### config.mk
export PLATFORM = sky130hd
export DESIGN_NAME = jk_reg_bank
export DESIGN_NICKNAME = d
export VERILOG_FILES = /design/src/rtl/jk_reg_bank.sv
export SDC_FILE = /design/constraint.sdc
export NUM_CORES = 1
export LEC_CHECK = 0
export BUFFER_PORTS_ARGS = -buffer_cell sky130_fd_sc_hd__buf_2
export CAP_MARGIN = 30
export CORE_MARGIN = 2
export CORE_UTILIZATION = 30
export CTS_CLUSTER_DIAMETER = 50
export DETAILED_ROUTE_END_ITERATION = 8
export PLACE_DENSITY = 0.6
export SYNTH_ARGS = -nofsm -noshare
export SYNTH_HDL_FRONTEND = slang
export SYNTH_SLANG_ARGS = --single-unit
### constraint.sdc
create_clock -name clock -period 5 [get_ports clock]
set_input_delay 0 -clock clock [delete_from_list [all_inputs] [get_ports clock]]
set_output_delay 0 -clock clock [all_outputs]
set_load 0.01 [all_outputs]
### src/rtl/jk_reg_bank.sv
// WIDTH-bit bank of JK cells with parallel load, up/down count and shift-left modes.
// Optional saturating count of changing edges: define JK_BANK_TOGGLE_CNT_EN to add port toggle_cnt.
module jk_reg_bank #(
    parameter int               WIDTH     = 8,
    parameter logic [WIDTH-1:0] RESET_VAL = '0,
    parameter int               CNT_W     = 16
) (
    input  logic             clock,
    input  logic             reset,
    input  logic             en,
    input  logic [1:0]       mode,
    input  logic [WIDTH-1:0] j,
    input  logic [WIDTH-1:0] k,
    input  logic             load,
    input  logic [WIDTH-1:0] d,
    output logic [WIDTH-1:0] q,
    output logic             carry,
    output logic             changed
`ifdef JK_BANK_TOGGLE_CNT_EN
    ,
    output logic [CNT_W-1:0] toggle_cnt
`endif
);

    typedef enum logic [1:0] {
        MODE_JK    = 2'b00,
        MODE_UP    = 2'b01,
        MODE_DOWN  = 2'b10,
        MODE_SHIFT = 2'b11
    } mode_e;

    logic [WIDTH-1:0] q_q, q_d;
    logic             carry_q, carry_d;
    logic             changed_q, changed_d;

    // Characteristic equation of a JK cell applied bitwise: Q' = J.~Q | ~K.Q
    function automatic logic [WIDTH-1:0] jk_next(input logic [WIDTH-1:0] cur,
                                                 input logic [WIDTH-1:0] jin,
                                                 input logic [WIDTH-1:0] kin);
        return (jin & ~cur) | (~kin & cur);
    endfunction

    always_comb begin
        q_d     = q_q;
        carry_d = 1'b0;
        if (load) begin
            q_d = d;
        end else if (en) begin
            case (mode_e'(mode))
                MODE_JK: begin
                    q_d = jk_next(q_q, j, k);
                end
                MODE_UP: begin
                    q_d     = q_q + WIDTH'(1);
                    carry_d = &q_q;
                end
                MODE_DOWN: begin
                    q_d     = q_q - WIDTH'(1);
                    carry_d = ~|q_q;
                end
                MODE_SHIFT: begin
                    q_d     = {q_q[WIDTH-2:0], j[0]};
                    carry_d = q_q[WIDTH-1];
                end
                default: begin
                    q_d = q_q;
                end
            endcase
        end
        changed_d = (q_d != q_q);
    end

    always_ff @(posedge clock or posedge reset) begin
        if (reset) begin
            q_q       <= RESET_VAL;
            carry_q   <= 1'b0;
            changed_q <= 1'b0;
        end else begin
            q_q       <= q_d;
            carry_q   <= carry_d;
            changed_q <= changed_d;
        end
    end

    assign q       = q_q;
    assign carry   = carry_q;
    assign changed = changed_q;

`ifdef JK_BANK_TOGGLE_CNT_EN
    logic [CNT_W-1:0] toggle_cnt_q, toggle_cnt_d;

    // Counts edges that raise changed; sticks at all-ones instead of wrapping
    always_comb begin
        toggle_cnt_d = toggle_cnt_q;
        if (changed_d && (toggle_cnt_q != {CNT_W{1'b1}})) begin
            toggle_cnt_d = toggle_cnt_q + CNT_W'(1);
        end
    end

    always_ff @(posedge clock or posedge reset) begin
        if (reset) begin
            toggle_cnt_q <= '0;
        end else begin
            toggle_cnt_q <= toggle_cnt_d;
        end
    end

    assign toggle_cnt = toggle_cnt_q;
`endif

endmodule

==> metrics.txt <==
IO buf count=39; overall via count from detail_route=1,844; fillers=583; Max clock buf depth=2; Die H=79.5 µm; Layout area overhead=14.5%; Most used DFF post-synth=dfrtp_1; Routed WL per cell=15.8 µm; Net Sw Frac=43.0%; largest net degree at the start of global routing=26; Crit Path Class=in -> reg; Comb pwr share=45.1%; CTS Sinks=10; critical path, cell by cell=buf_2, inv_1, ha_1, xor2_1, ha_1, nand4bb_1, nand4_1, nor3b_1, or4_4, a2111oi_4, o2111ai_1; async set or reset register ratio after synthesis=100%; fin crit period=2.78 ns; Pwr Density=225 nW/µm²; CTS clk-pin slew, worst paths=approximately 0.060 ns; RSZ-0062 raised after global routing=no; commonest non-fill, non-tap cell in the layout=buf_2; slowest CP cell=ha_1; Crit Path Max Fanout=24; initial antenna violation count=0; Placement Setup Slack=1.97 ns; setup violators final=0; syn avg cell area=roughly 7.4 µm²; count of cell types in the netlist=between 60 and 70; vias per inst=5.64; Worst Max-Slew Pin Slew=0.881 ns; syn_nets=268; Fin. Hold Viols=0; CTS tree=done; final WL=5180 µm; gr ovfl total=0; area of the multi-input gates=1300 µm²; Static Leak=0.802 nW; gpl congestion=0.891; CP startpoint kind=input pin; Seq/Total Area, Yosys=14.7%; ANT cells=0; CORE AREA=roughly 5500 µm²; initial core utilization=between 30% and 40%; clk_lat worst skew=0.25 ns; Peak VDD IR=between 90 and 100 µV; Worst Skew=0.00344 ns; Pint=251 µW; # IOs=40; setup total negative slack=0 ns; number of global-route vias before repair=1,661; crit-path most repeated cell=ha_1; Hold WC Path Type=in -> reg; Clock Power Share=24.7%; Slew Viols, Final=0; Root Buffer Master=clkbuf_8; die area=6310 µm²; slowest stage delay, CP=between 0.7 and 0.8 ns; Register Area=250 µm²; Rows=27; fmax=roughly 360 MHz; period utilization=55.6%; Total GRT Usage=around 17%; Design Power=441 µW; most frequent cells in the layout=buf_2, a21oi_1, nand2_1, inv_1, nor2_1; H-tree levels=1; Synth Cell Area=around 1700 µm²; drt first pass iters=4; initial drt markers=between 100 and 150; CP endpoint kind=flip-flop; Post-synth EDFFs=0; max capacitance violation total=0; Die X-Extent=79.5 µm; Reg power frac=30.2%; Hold WS=0.00979 ns; DRC Markers=0; Final ANT Viol Nets=0; Req. time, crit path=5.10 ns; #FFs+latches synth=10; Inserted Clock Buffers=3; status=complete, no violations; Synth warnings=0; P_sw=190 µW; Layout Nets=292; final worst slack=2.22 ns; hpwl dp=3610 µm; number of cells produced by synthesis=232; crit path DAT=2.88 ns; layout cells sized above 1=about 20%; first-pass GRT wire length=8380 µm; Max transition margin=around two fifths
==> cell usage after synthesis, drive strengths merged (2+ instances only) <==
master / instances / area (µm²)
nand2: 18 / 67.6
mux2i: 4 / 40.0
nor2: 11 / 41.3
or4: 2 / 18.8
or2: 3 / 18.8
nand3: 4 / 20.0
and3: 2 / 12.5
o211ai: 4 / 35.0
a21o: 2 / 15.0
and4b: 3 / 30.0
a21oi: 20 / 100
o31a: 2 / 17.5
inv: 11 / 41.3
nand3b: 2 / 15.0
nor3b: 2 / 15.0
xnor2: 6 / 60.1
a41oi: 5 / 43.8
o31ai: 2 / 15.0
xor2: 4 / 35.0
a22oi: 3 / 22.5
o21bai: 2 / 15.0
a31oi: 3 / 18.8
a211oi: 2 / 15.0
o2111ai: 2 / 17.5
a22o: 3 / 26.3
and2: 3 / 18.8
o221a: 2 / 22.5
o21ai: 13 / 65.1
ha: 6 / 75.1
nand4: 6 / 37.5
nor4: 2 / 12.5
o41ai: 2 / 17.5
clkbuf: 9 / 33.8
nand2b: 7 / 43.8
nor2b: 6 / 37.5
buf: 13 / 78.8
a31o: 2 / 17.5
o21a: 2 / 15.0
or3: 2 / 12.5
dfrtp: 10 / 250
nor3: 8 / 40.0
==> worst max-delay path: cells and delay by family <==
family	cells	cell delay, ns
adder cells (fa/ha/maj)	2	1.02
AND/OR/NAND/NOR	4	1.00
AO/OA/AOI/OAI	2	0.51
buffers and inverters	2	0.20
XOR/XNOR	1	0.15
==> power groups by stage <==
stage | registers (mW) | logic [mW] | clock network [mW]
2_1_floorplan | 0.105 | 0.173 | 0
3_3_place_gp | 0.134 | 0.193 | 0
3_5_place_dp | 0.135 | 0.195 | 0
4_1_cts | 0.133 | 0.198 | 0.109
5_1_grt | 0.138 | 0.221 | 0.115
6_report | 0.133 | 0.199 | 0.109
==> per-layer routing <==
metal  track usage [%]  up-vias  share of wire (%)
met4              2.76        0               0.15
met1              23.6      843                 48
li1                  -      930                  -
met2              26.3       69                 45
met5                 0        -                  0
met3              3.73        2                6.5
==> sequential cells by signal (all words and copies together) (netlist names) <==
signal	cells
carry	1
changed	1
q	8
==> cell families (layout without fill, tap and decap cells) <==
| group | Yosys count | after routing | synth area share (%) |
|---|---|---|---|
| AOI/OAI and AO/OA | 83 | 83 | 35.4 |
| xor gates and xnor gates | 10 | 10 | 5.57 |
| adders and majority gates | 6 | 6 | 4.40 |
| buffers and inverters | 33 | 56 | 9.01 |
| DFF | 10 | 10 | 14.7 |
| muxes | 4 | 4 | 2.34 |
| and+or+nand+nor | 86 | 86 | 28.6 |
==> path summary, 6_finish.rpt <==
kind                         start      end  slack (ns)  depth (start not counted)
min in group asynchronous    reset     q[5]        0.31                          3
setup reg to reg              q[1]  changed        2.22                          8
hold / removal                d[6]     q[6]        0.01                          3
setup / recovery           mode[0]  changed        2.22                         11
hold reg to reg               q[7]    carry        0.78                          2
max in group asynchronous    reset     q[1]        4.36                          3
==> what timing repair did <==
item | 4_1_cts | 5_1_grt
endpoints found under the hold margin | 11 | 0
hold buffers | 2 | 0
setup buffers | 0 | 0
gates resized for setup | 0 | 0
==> cell type report <==
cell class                      count  area share (%)
Clock buffer                        4            2.82
Inverter                           11            2.11
Multi-Input combinational cell    189            66.7
Sequential cell                    10            12.8
Tap cell                           72            4.61
Timing Repair Buffer               41            11.0
==> metrics by stage <==
step	cell area (µm²)	std cells	util, %
2_1_floorplan	1710	232	-
4_1_cts	1960	327	35.5
6_report	1960	327	35.5
5_1_grt	1960	327	35.5
3_3_place_gp	1880	321	34.2
3_5_place_dp	1880	321	34.2
Power figures use the tool's default switching activity.
